<file path="config.mk">
export PLATFORM = sky130hd
export DESIGN_NAME = vga_timing_gen
export DESIGN_NICKNAME = d
export VERILOG_FILES = /design/src/rtl/vga_timing_pkg.sv /design/src/rtl/vga_axis_counter.sv /design/src/rtl/vga_timing_gen.sv
export SDC_FILE = /design/constraint.sdc
export NUM_CORES = 1
export LEC_CHECK = 0
export ABC_AREA = 1
export ABC_CLOCK_PERIOD_IN_PS = 4900
export CAP_MARGIN = 0
export CORE_MARGIN = 1
export CORE_UTILIZATION = 30
export DETAILED_ROUTE_END_ITERATION = 16
export GPL_ROUTABILITY_DRIVEN = 1
export MAX_ROUTING_LAYER = met4
export PLACE_DENSITY = 0.55
export RECOVER_POWER = 50
export SYNTH_ARGS = -nofsm -noshare
export SYNTH_HDL_FRONTEND = slang
export SYNTH_SLANG_ARGS = --single-unit
export TNS_END_PERCENT = 10
</file>
<file path="constraint.sdc">
create_clock -name Clk -period 4.9 [get_ports Clk]
set_input_delay 1.225 -clock Clk [delete_from_list [all_inputs] [get_ports Clk]]
set_output_delay 1.225 -clock Clk [all_outputs]
set_load 0.05 [all_outputs]
</file>
<file path="src/rtl/vga_timing_pkg.sv">
// Shared 640x480@60 timing constants and the coordinate type used by the VGA raster generator.
package vga_timing_pkg;

    localparam int COORD_W     = 10;
    localparam int COORD_LIMIT = 1 << COORD_W;

    typedef logic [COORD_W-1:0] coord_t;

    localparam int DEF_H_VISIBLE = 640;
    localparam int DEF_H_FP      = 16;
    localparam int DEF_H_SYNC    = 96;
    localparam int DEF_H_BP      = 48;
    localparam int DEF_V_VISIBLE = 480;
    localparam int DEF_V_FP      = 10;
    localparam int DEF_V_SYNC    = 2;
    localparam int DEF_V_BP      = 33;

endpackage

</file>
<file path="src/rtl/vga_axis_counter.sv">
// One raster axis: position counter with wrap, plus registered sync and next-state visibility decode.
module vga_axis_counter
    import vga_timing_pkg::*;
#(
    parameter int TOTAL      = 800,
    parameter int SYNC_START = 656,
    parameter int SYNC_LEN   = 96,
    parameter int VISIBLE    = 640
) (
    input  logic   clk,
    input  logic   rst_n,
    input  logic   advance,
    output coord_t count,
    output coord_t count_next,
    output logic   wrap,
    output logic   sync_n,
    output logic   visible_next
);

    localparam coord_t LAST = coord_t'(TOTAL - 1);

    coord_t count_r;
    coord_t count_next_s;
    logic   wrap_s;
    logic   sync_n_r;
    logic   sync_n_s;
    logic   visible_s;

    // Next position; anything at or beyond the last position returns to zero on an advance
    always_comb begin
        count_next_s = count_r;
        wrap_s       = 1'b0;
        if (advance) begin
            if (count_r >= LAST) begin
                count_next_s = {COORD_W{1'b0}};
                wrap_s       = 1'b1;
            end else begin
                count_next_s = count_r + coord_t'(1'b1);
            end
        end else begin
            count_next_s = count_r;
        end
    end

    // Sync and visibility are decoded from the next position so they line up with the count
    always_comb begin
        sync_n_s  = 1'b1;
        visible_s = 1'b0;
        if ((int'(count_next_s) >= SYNC_START) && (int'(count_next_s) < SYNC_START + SYNC_LEN)) begin
            sync_n_s = 1'b0;
        end else begin
            sync_n_s = 1'b1;
        end
        if (int'(count_next_s) < VISIBLE) begin
            visible_s = 1'b1;
        end else begin
            visible_s = 1'b0;
        end
    end

    // Position and sync registers
    always_ff @(posedge clk or negedge rst_n) begin
        if (!rst_n) begin
            count_r  <= {COORD_W{1'b0}};
            sync_n_r <= 1'b1;
        end else begin
            count_r  <= count_next_s;
            sync_n_r <= sync_n_s;
        end
    end

    assign count        = count_r;
    assign count_next   = count_next_s;
    assign wrap         = wrap_s;
    assign sync_n       = sync_n_r;
    assign visible_next = visible_s;

endmodule

</file>
<file path="src/rtl/vga_timing_gen.sv">
// 640x480@60 raster timing: Clk/2 pixel clock, DrawX/DrawY, hs/vs/blank and frame markers.
// Define VGA_FRAME_COUNT_EN to build the completed-frame counter; otherwise frame_count is 0.
module vga_timing_gen
    import vga_timing_pkg::*;
#(
    parameter int H_VISIBLE = DEF_H_VISIBLE,
    parameter int H_FP      = DEF_H_FP,
    parameter int H_SYNC    = DEF_H_SYNC,
    parameter int H_BP      = DEF_H_BP,
    parameter int V_VISIBLE = DEF_V_VISIBLE,
    parameter int V_FP      = DEF_V_FP,
    parameter int V_SYNC    = DEF_V_SYNC,
    parameter int V_BP      = DEF_V_BP
) (
    input  logic        Clk,
    input  logic        Reset_n,
    output logic        vga_clk,
    output logic        hs,
    output logic        vs,
    output logic        blank,
    output coord_t      DrawX,
    output coord_t      DrawY,
    output logic        frame_start,
    output logic        line_end,
    output logic [15:0] frame_count
);

    localparam int     H_TOTAL = H_VISIBLE + H_FP + H_SYNC + H_BP;
    localparam int     V_TOTAL = V_VISIBLE + V_FP + V_SYNC + V_BP;
    localparam coord_t H_LAST  = coord_t'(H_TOTAL - 1);

    if ((H_TOTAL > COORD_LIMIT) || (V_TOTAL > COORD_LIMIT)) begin : g_total_check
        $error("vga_timing_gen: H_TOTAL or V_TOTAL exceeds the 10-bit coordinate range");
    end

    logic   vga_clk_r;
    logic   blank_r;
    logic   frame_start_r;
    logic   line_end_r;
    coord_t x_next_s;
    coord_t y_next_s;
    logic   x_wrap_s;
    logic   y_wrap_s;
    logic   x_vis_s;
    logic   y_vis_s;

    // The counters move on the Clk edge where vga_clk falls, i.e. while vga_clk_r is high
    vga_axis_counter #(
        .TOTAL      (H_TOTAL),
        .SYNC_START (H_VISIBLE + H_FP),
        .SYNC_LEN   (H_SYNC),
        .VISIBLE    (H_VISIBLE)
    ) u_h_axis (
        .clk          (Clk),
        .rst_n        (Reset_n),
        .advance      (vga_clk_r),
        .count        (DrawX),
        .count_next   (x_next_s),
        .wrap         (x_wrap_s),
        .sync_n       (hs),
        .visible_next (x_vis_s)
    );

    vga_axis_counter #(
        .TOTAL      (V_TOTAL),
        .SYNC_START (V_VISIBLE + V_FP),
        .SYNC_LEN   (V_SYNC),
        .VISIBLE    (V_VISIBLE)
    ) u_v_axis (
        .clk          (Clk),
        .rst_n        (Reset_n),
        .advance      (x_wrap_s),
        .count        (DrawY),
        .count_next   (y_next_s),
        .wrap         (y_wrap_s),
        .sync_n       (vs),
        .visible_next (y_vis_s)
    );

    // Pixel clock toggle and the frame-level markers, decoded from next coordinates
    always_ff @(posedge Clk or negedge Reset_n) begin
        if (!Reset_n) begin
            vga_clk_r     <= 1'b0;
            blank_r       <= 1'b0;
            frame_start_r <= 1'b1;
            line_end_r    <= 1'b0;
        end else begin
            vga_clk_r     <= ~vga_clk_r;
            blank_r       <= x_vis_s & y_vis_s;
            frame_start_r <= (x_next_s == {COORD_W{1'b0}}) && (y_next_s == {COORD_W{1'b0}});
            line_end_r    <= (x_next_s == H_LAST);
        end
    end

`ifdef VGA_FRAME_COUNT_EN
    logic [15:0] frame_count_r;

    // Completed-frame counter, bumped as the vertical axis wraps
    always_ff @(posedge Clk or negedge Reset_n) begin
        if (!Reset_n) begin
            frame_count_r <= 16'h0000;
        end else if (y_wrap_s) begin
            frame_count_r <= frame_count_r + 16'h0001;
        end else begin
            frame_count_r <= frame_count_r;
        end
    end

    assign frame_count = frame_count_r;
`else
    logic y_wrap_unused_s;
    assign y_wrap_unused_s = y_wrap_s;
    assign frame_count     = 16'h0000;
`endif

    assign vga_clk     = vga_clk_r;
    assign blank       = blank_r;
    assign frame_start = frame_start_r;
    assign line_end    = line_end_r;

endmodule

</file>
==> metrics.txt, run 1 <==
Syn Area/Cell around 7.1 um2; CTS root buf clkbuf_8; Die X approximately 80 um; die height 78.6 um; drt drc 0; Final Skew roughly 4.8 ps; Hold Path Class register to register; # diodes 0; internal power roughly 320 uW; crit-path leading delay family buffers and inverters; Cells after Synth 246; max-cap violations 0; vias in the first global route around 1500; post-cts resize count 0; Max Fclk 332 MHz; Tot Pwr ~430 uW; crit path DAT approximately 1800 ps; status complete, no violations; H-tree Lvls 1; CP Class register to output pin; Setup Viol. Count Final 0; Nets roughly 280; clock-pin slew on the worst setup and hold paths ~100 ps; hold violation total from the final report 0; worst skew pair latency about 280 ps; clock sinks 26; Post-CTS Setup Inserts 0; share of Yosys cell area claimed by the top area cell type 0.327; register share of total power 0.500; CP max-delay cell clkdlybuf4s50_1; cell taking the most area after synthesis dfrtp_1; global route overflow 0; RSZ-0062 raised after global routing false; Seq/Total Area, Yosys 0.372; Netlist Area Pre-Place 1760 um2; reg2reg end blank; Rel. slew slack 0.294; slew of the pin with the lowest slew margin 1060 ps; Required @ worst endpoint 3670 ps; worst-case reg-to-reg path depth 11; Synth area leaders dfrtp_1, nand2_1, buf_4, inv_1, nor2_1; synth unique cells 31; largest net degree at the start of global routing 24; shortest period the worst path allows about 3000 ps; Reg2Reg Setup Slack about 2300 ps; Sw Share 0.243; Worst setup SP type register; Gate power share 0.074; Sw Pwr between 100 and 150 uW; DP HPWL around 3000 um; Detailed Route Iter0 Violations 65; total number of vias approximately 1500; synthesis-to-layout area growth 16.9%; Port Buffers 27; Clock Path Buffers 2; Hold Crit Endpoint u_h_axis.count[0]; Clk network pwr share 0.427; wire per inst 11.1 um; drt first pass iters 4; Power Density around 210 nW/um2; final period utilization 0.615; Worst Path Buf+Inv 1; share of cells above drive strength 1 0.0618; setup TNS 0 ps; crit path cell chain clkdlybuf4s50_1; first-pass GRT wire length between 6000 and 7000 um; ANT nets after route 0; I/O pin count between 40 and 50; max-slew violation count 0; r2r startpoint u_h_axis.count[0]; CP max stage delay about 900 ps; Hold Startpoint u_h_axis.count[0]; Static Leak between 1 and 1.5 nW; initial antenna violation count 0; Die ar. 6170 um2; gpl congestion 0.824; initial core utilization 0.315; core area ~5600 um2; GR Util All Layers 0.148; peak fanout along the critical path 14; CTS tree built; Rows 27; final WL between 3000 and 4000 um; vias per cell between 4 and 5; CP Capture Type output pin; CTS buffer count 3; Post-CTS Hold Fix Bufs 0; worst-case vdd ir drop slightly above 0.0001 V; Yosys warning count 0; Yosys reg bits 26; WHS Path Cells 2
worst min-delay path, cell delays in order (launching register included):
cell     delay, ps
dfrtp_1        430
nand2_1         70
nand2_1        110
sequential cells by signal (all words and copies together), names as in the netlist:
name	count
line_end	1
blank	1
vga_clk	1
u_h_axis.count	10
frame_start	1
u_h_axis.sync_n	1
u_v_axis.sync_n	1
u_v_axis.count	10
power by group through the flow:
stage	combinational [mW]	sequential, mW	clock, mW
4_1_cts	0.0323	0.215	0.192
2_1_floorplan	0.0365	0.219	0
6_report	0.0316	0.215	0.183
5_1_grt	0.0333	0.215	0.201
3_3_place_gp	0.0323	0.219	0
3_5_place_dp	0.0323	0.219	0
cell usage in the layout, fill, tap and decap left out, drive strengths merged:
cell and instances:
o21bai 1, a21oi 2, dfstp 3, nor3 5, xor2 1, nand3 13
ha 3, nand2 88, dlygate4sd3 1, nor2 30, dfrtp 23, bufinv 1
clkdlybuf4s50 26, inv 34, clkinv 2, xnor2 1, nand4 9, conb 16
o211ai 1, clkbuf 4, nand3b 3, or2 1, o21ai 7
routing by layer:
| layer | global-route usage | part of all wire | vias to the layer above | wire, um |
|---|---|---|---|---|
| li1 | - | - | 784 | - |
| met5 | - | 0 | - | 0 |
| met4 | 0.0481 | 0.018 | 0 | 71 |
| met3 | 0.0174 | 0.031 | 6 | 120 |
| met1 | 0.198 | 0.48 | 685 | 1860 |
| met2 | 0.230 | 0.47 | 32 | 1810 |
area by class of cell:
type,count,area (um2)
fill,621,3520
multi-input combinational,181,830
sequential,26,654
timing repair buffer,28,274
inverter,36,135
tap,72,90.1
clock buffer,3,41.3
clock inverter,1,30.0
how the worst max path moves through the flow:
stage	from	endpoint	slack, ps	depth (start not counted)
floorplan	u_h_axis.count[0]	u_v_axis.sync_n	2930	13
global placement	vga_clk	vga_clk	2150	1
detailed placement	vga_clk	vga_clk	2120	1
CTS	vga_clk	vga_clk	1810	1
global route	u_h_axis.count[0]	frame_start	1790	11
finish	vga_clk	vga_clk	1890	1
metrics by stage:
step	worst slack [ps]	utilization	hold slack, ps	cell area [um2]	cells
2_1_floorplan	2930	-	832	1810	261
3_3_place_gp	2150	0.365	597	2040	343
3_5_place_dp	2120	0.365	610	2040	343
4_1_cts	1810	0.378	631	2110	347
5_1_grt	1790	0.369	712	2050	347
6_report	1890	0.369	650	2050	347
cell families after synthesis:
group	after synthesis	share of synthesized area
AO/OA/AOI/OAI	11	0.0427
XOR/XNOR	2	0.00997
adder cells (fa/ha/maj)	3	0.0214
buffers and inverters	54	0.159
flip-flops	26	0.372
other	1	0.00213
AND/OR/NAND/NOR	149	0.392
cell usage after synthesis, drive strengths merged:
library cell  count
conb              1
xnor2             1
buf              18
nand2            88
a21oi             2
nand3b            3
nor3              5
dfstp             3
xor2              1
clkinv            2
o21bai            1
nor2             30
o21ai             7
o211ai            1
nand3            13
ha                3
nand4             9
dfrtp            23
inv              34
or2               1
Note: power is estimated with default switching activity, not from simulation.
==> inputs of run 2 (changes only) <==
--- a/config.mk
+++ b/config.mk
@@ -6,7 +6,7 @@
 export NUM_CORES = 1
 export LEC_CHECK = 0
 export ABC_AREA = 1
-export ABC_CLOCK_PERIOD_IN_PS = 4900
+export ABC_CLOCK_PERIOD_IN_PS = 3000
 export CAP_MARGIN = 0
 export CORE_MARGIN = 1
 export CORE_UTILIZATION = 30
==> constraint.sdc (replaced) <==
create_clock -name Clk -period 3 [get_ports Clk]
set_input_delay 0.75 -clock Clk [delete_from_list [all_inputs] [get_ports Clk]]
set_output_delay 0.75 -clock Clk [all_outputs]
set_load 0.05 [all_outputs]
==> metrics.txt, run 2 (same netlist as run 1, synthesis figures left out) <==
status complete, no violations (unchanged); max-cap violations 0 (unchanged); Hold Path Class register to register (unchanged); CP Class register to register (was register to output pin); Clk network pwr share 0.423 (was 0.427); Hold Crit Endpoint u_h_axis.count[0] (unchanged); H-tree Lvls 1 (unchanged); crit path DAT 2540 ps (was 1790 ps); Setup Viol. Count Final 0 (unchanged); Clock Path Buffers 2 (unchanged); commonest non-fill, non-tap cell in the layout nand2_1 (unchanged); Worst Path Buf+Inv 0 (was 1); Static Leak 1.10 nW (was 1.11 nW); initial core utilization 0.315 (unchanged); Sw Share 0.239 (was 0.243); Reg2Reg Setup Slack 630 ps (was 2250 ps); clock sinks 26 (unchanged); setup TNS 0 ps (unchanged); CP max-delay cell o21ai_0 (was clkdlybuf4s50_1); final WL 3980 um (was 3860 um); Required @ worst endpoint 3170 ps (was 3670 ps); Max Fclk ~420 MHz; initial antenna violation count 0 (unchanged); vias in the first global route 1486 (was 1473); smallest hold slack 643 ps (was 650 ps); RSZ-0062 raised after global routing false (unchanged); Crit. path cell count 10 (was 1); Die ar. 6170 um2 (unchanged); core area 5570 um2 (unchanged); Sw Pwr 167 uW (was 104 uW); CTS tree built (unchanged); # diodes 0 (unchanged); WL met2 1890 um (was 1810 um); shortest period the worst path allows ~2400 ps; WHS Path Cells 2 (unchanged); post-cts resize count 0 (unchanged); drt first pass iters 4 (unchanged); largest net degree at the start of global routing 27 (was 24); Post-CTS Setup Inserts 0 (unchanged); I/O pin count 44 (unchanged); Detailed Route Iter0 Violations 91 (was 65); DP HPWL 3060 um (was 3010 um); max-slew violation count 0 (unchanged); final period utilization 0.790; PnR worst setup slack 631 ps (was 1890 ps); Post-CTS Hold Fix Bufs 0 (unchanged); synthesis-to-layout area growth 17.9% (was 16.9%); total number of vias 1534 (was 1507); wire length on met3 108 um (was 120 um); register share of total power 0.503 (was 0.500); hold violation total from the final report 0 (unchanged); first-pass GRT wire length 6870 um (was 6910 um); worst-case vdd ir drop 0.000173 V (was 0.000103 V); Nets 282 (was 281); reg2reg end blank (unchanged); worst-case reg-to-reg path depth 10 (was 11); CP max stage delay 440 ps (was 890 ps); CP Capture Type register (was output pin); post-place setup slack 962 ps (was 2120 ps); crit-path leading delay family simple AND/OR/NAND/NOR gates (was buffers and inverters); share of cells above drive strength 1 0.0688 (was 0.0618); global route overflow 0 (unchanged); top sig layer met4 (unchanged); Die X 78.6 um (unchanged); clock-pin slew on the worst setup and hold paths 100 ps (about the same); internal power 530 uW (was 325 uW); CTS buffer count 3 (unchanged); GR Util All Layers 0.144 (was 0.148); Post-Layout Cell Count 348 (was 347); Final Skew 3.22 ps (was 4.77 ps); M1 WL 1950 um (was 1860 um); Rows 27 (unchanged); crit-path most repeated cell nor2_1; peak fanout along the critical path 10 (was 14); Hold Startpoint u_h_axis.count[0] (unchanged); DP Cell Count 344 (was 343); Tot Pwr 697 uW (was 429 uW); wire per inst 11.4 um (was 11.1 um); worst skew pair latency 270 ps (was 280 ps); ANT nets after route 0 (unchanged); r2r startpoint u_h_axis.count[0] (unchanged); slew of the pin with the lowest slew margin 1430 ps (was 1060 ps); die height 78.6 um (unchanged); Port Buffers 27 (unchanged); gpl congestion 0.840 (was 0.824); most frequent cells in the layout nand2_1, inv_1, nor2_1, clkdlybuf4s50_1, dfrtp_1 (was nand2_1, inv_1, nor2_1); drt drc 0 (unchanged); Worst setup SP type register (unchanged); vias per cell 4.41 (was 4.34); Gate power share 0.074 (about the same); Power Density 336 nW/um2 (was 209 nW/um2); CTS root buf clkbuf_8 (unchanged); Rel. slew slack 0.0469 (was 0.294); crit path cell chain ha_1 > nand2_1 > nor2_1 > nor2_1 > nor2_1 > nand2_1 > o21ai_0 > nand3_1 > nor2_1 > nor2_1 (was clkdlybuf4s50_1)
-- run 2: cell count changes in the layout (fill, tap and decap cells not counted) --
| cell | before | now |
|---|---|---|
| buf_4 | 0 | 1 |
| o21ai_0 | 5 | 4 |
| nand2_4 | 1 | 0 |
| nor2_2 | 2 | 3 |
| nand2_1 | 82 | 83 |
| o21ai_1 | 1 | 2 |
| nor2_8 | 0 | 1 |
| nor2_1 | 28 | 26 |
-- run 2: metal layers --
metal  vias to the layer above  track usage
li1                        792            -
met1                       700        0.188
met2                        38        0.241
met3                         4       0.0174
met4                         0       0.0278
met5                         -            -
-- run 2: area by class of cell --
class | count | area (um2)
clock buffers | 3 | 41.3
clock inverters | 1 | 30.0
fillers | 606 | 3500
inverters | 36 | 135
multi-input cells | 181 | 841
flip-flops and latches | 26 | 654
well taps | 72 | 90.1
repair buffers | 29 | 282
-- run 2: stage by stage --
| stage | util | area (um2) |
|---|---|---|
| 3_5_place_dp | 0.367 | 2040 |
| 5_1_grt | 0.372 | 2070 |
| 6_report | 0.372 | 2070 |
| 2_1_floorplan | - | 1810 |
| 3_3_place_gp | 0.367 | 2040 |
| 4_1_cts | 0.380 | 2120 |
-- run 2: how the worst max path moves through the flow --
stage                            from         endpoint  slack [ps]
global route        u_h_axis.count[0]            blank         410
detailed placement    u_h_axis.sync_n               hs         960
global placement          frame_start      frame_start         970
floorplan           u_h_axis.count[0]  u_v_axis.sync_n        1030
CTS                   u_v_axis.sync_n               vs         650
finish              u_h_axis.count[0]            blank         630
-- run 2: power groups by stage --
stage,registers (mW),logic (mW),clock network (mW)
floorplan,0.357,0.0597,0
global placement,0.357,0.0529,0
detailed placement,0.357,0.0529,0
CTS,0.350,0.0529,0.304
global route,0.351,0.0550,0.318
finish,0.350,0.0515,0.295
-- run 2: tightest hold or removal path: stages (launching register included) --
cell and delay (ps):
dfrtp_1 430, nand2_1 70, nand2_1 110
==> inputs of run 3 (changes only) <==
--- a/config.mk
+++ b/config.mk
@@ -6,7 +6,7 @@
 export NUM_CORES = 1
 export LEC_CHECK = 0
 export ABC_AREA = 1
-export ABC_CLOCK_PERIOD_IN_PS = 3000
+export ABC_CLOCK_PERIOD_IN_PS = 2300
 export CAP_MARGIN = 0
 export CORE_MARGIN = 1
 export CORE_UTILIZATION = 30
==> constraint.sdc (replaced) <==
create_clock -name Clk -period 2.3 [get_ports Clk]
set_input_delay 0.575 -clock Clk [delete_from_list [all_inputs] [get_ports Clk]]
set_output_delay 0.575 -clock Clk [all_outputs]
set_load 0.05 [all_outputs]
==> metrics.txt, run 3 (same netlist as run 1, synthesis figures left out) <==
Worst setup SP type register (unchanged); Required @ worst endpoint 1730 ps (was 3170 ps); Clk network pwr share 0.425 (was 0.423); hold violation total from the final report 0 (unchanged); synthesis-to-layout area growth 18.6% (was 17.9%); post-cts resize count 0 (unchanged); crit-path leading delay family buffers and inverters (was simple AND/OR/NAND/NOR gates); die height 78.6 um (unchanged); Nets 282 (unchanged); Power Density 437 nW/um2 (was 336 nW/um2); CTS tree built (unchanged); setup TNS 0 ps (unchanged); final WL 4000 um (was 3980 um); peak fanout along the critical path 1 (was 10); CP Capture Type output pin (was register); CTS root buf clkbuf_8 (unchanged); CP Class register to output pin (was register to register); Clock Path Buffers 2 (unchanged); Gate power share 0.074 (about the same); Setup Viol. Count Final 0 (unchanged); status complete, no violations (unchanged); Sw Pwr 220 uW (was 167 uW); initial antenna violation count 0 (unchanged); Final Skew 1.14 ps (was 3.22 ps); commonest non-fill, non-tap cell in the layout nand2_1 (unchanged); drt first pass iters 4 (unchanged); H-tree Lvls 1 (unchanged); core area 5570 um2 (unchanged); max-cap violations 0 (unchanged); share of cells above drive strength 1 0.0797 (was 0.0688); crit path DAT 1610 ps (was 2540 ps); Die ar. 6170 um2 (unchanged); Worst Path Buf+Inv 1 (was 0); worst skew pair latency 270 ps (about the same); Rel. slew slack 0.0752 (was 0.0469); clock sinks 26 (unchanged); Tot Pwr 912 uW (was 697 uW); max-slew violation count 0 (unchanged); drt drc 0 (unchanged); first-pass GRT wire length 6820 um (was 6870 um); initial core utilization 0.315 (unchanged); shortest period the worst path allows roughly 2200 ps; Port Buffers 27 (unchanged); Detailed Route Iter0 Violations 89 (was 91); CP max stage delay 800 ps (was 440 ps); total number of vias 1515 (was 1534); ANT nets after route 0 (unchanged); clock-pin slew on the worst setup and hold paths 100 ps (about the same); internal power 692 uW (was 530 uW); # diodes 0 (unchanged); most frequent cells in the layout nand2_1, inv_1, nor2_1 (was nand2_1, inv_1, nor2_1, clkdlybuf4s50_1, dfrtp_1); Hold Path Class register to register (unchanged); Post-CTS Hold Fix Bufs 0 (unchanged); Die X 78.6 um (unchanged); vias in the first global route 1474 (was 1486); Max Fclk 458 MHz; final period utilization 0.949; vias per cell 4.35 (was 4.41); Post-CTS Setup Inserts 0 (unchanged); Static Leak 1.10 nW (about the same); I/O pin count 44 (unchanged); crit path cell chain clkdlybuf4s50_1 (was ha_1 > nand2_1 > nor2_1 > nor2_1 > nor2_1 > nand2_1 > o21ai_0 > nand3_1 > nor2_1 > nor2_1); worst-case vdd ir drop 0.000202 V (was 0.000173 V); GR Util All Layers 0.146 (was 0.144); slew of the pin with the lowest slew margin 1390 ps (was 1430 ps); global route overflow 0 (unchanged); DP HPWL 3130 um (was 3060 um); Sw Share 0.241 (was 0.239); RSZ-0062 raised after global routing false (unchanged); gpl congestion 0.815 (was 0.840); wire per inst 11.5 um (was 11.4 um); CP max-delay cell clkdlybuf4s50_1 (was o21ai_0); CTS buffer count 3 (unchanged); largest net degree at the start of global routing 27 (unchanged); register share of total power 0.501 (was 0.503); Rows 27 (unchanged)
## run 3: cell types whose count changed in the layout (fill, tap and decap cells not counted), sizes merged
cell	before	now
dlygate4sd3	1	0
clkbuf	4	5
## run 3: path summary, 6_finish.rpt
| path | from | slack, ps | endpoint | cells past startpoint |
|---|---|---|---|---|
| worst max-delay path | frame_start | 120 | frame_start | 1 |
| worst min-delay path | u_v_axis.count[8] | 640 | u_v_axis.count[8] | 2 |
| worst max register to register | u_h_axis.count[0] | 320 | frame_start | 13 |
| worst min register to register | u_v_axis.count[8] | 640 | u_v_axis.count[8] | 2 |
| max in group asynchronous | Reset_n | 420 | u_v_axis.count[3] | 2 |
| min in group asynchronous | Reset_n | 1060 | u_v_axis.count[9] | 2 |
## run 3: layout make-up
class,instances,area [um2]
well taps,72,90.1
fillers,613,3490
clock buffers,3,41.3
clock inverters,1,30.0
repair buffers,29,275
multi-input cells,181,860
flip-flops and latches,26,654
inverters,36,135
## run 3: routing by layer
layer,GRT usage,vias to the layer above,part of all wire
li1,-,788,-
met1,0.187,677,0.48
met2,0.232,40,0.45
met3,0.0186,10,0.044
met4,0.0611,0,0.028
met5,-,-,0
## run 3: power groups by stage
stage | combinational (mW) | clock [mW] | sequential [mW]
2_1_floorplan | 0.0778 | 0 | 0.466
3_3_place_gp | 0.0690 | 0 | 0.466
3_5_place_dp | 0.0689 | 0 | 0.466
4_1_cts | 0.0689 | 0.404 | 0.457
5_1_grt | 0.0715 | 0.421 | 0.457
6_report | 0.0673 | 0.387 | 0.457
## run 3: stage by stage
step / instances / instance area, um2 / setup slack, ps / utilization / hold slack (ps)
finish: 348 / 2090 / 118 / 0.374 / 641
CTS: 348 / 2110 / 89.3 / 0.379 / 626
detailed placement: 344 / 2040 / 417 / 0.366 / 607
global route: 348 / 2090 / 47.7 / 0.374 / 692
global placement: 344 / 2040 / 403 / 0.366 / 613
floorplan: 261 / 1810 / 327 / - / 279
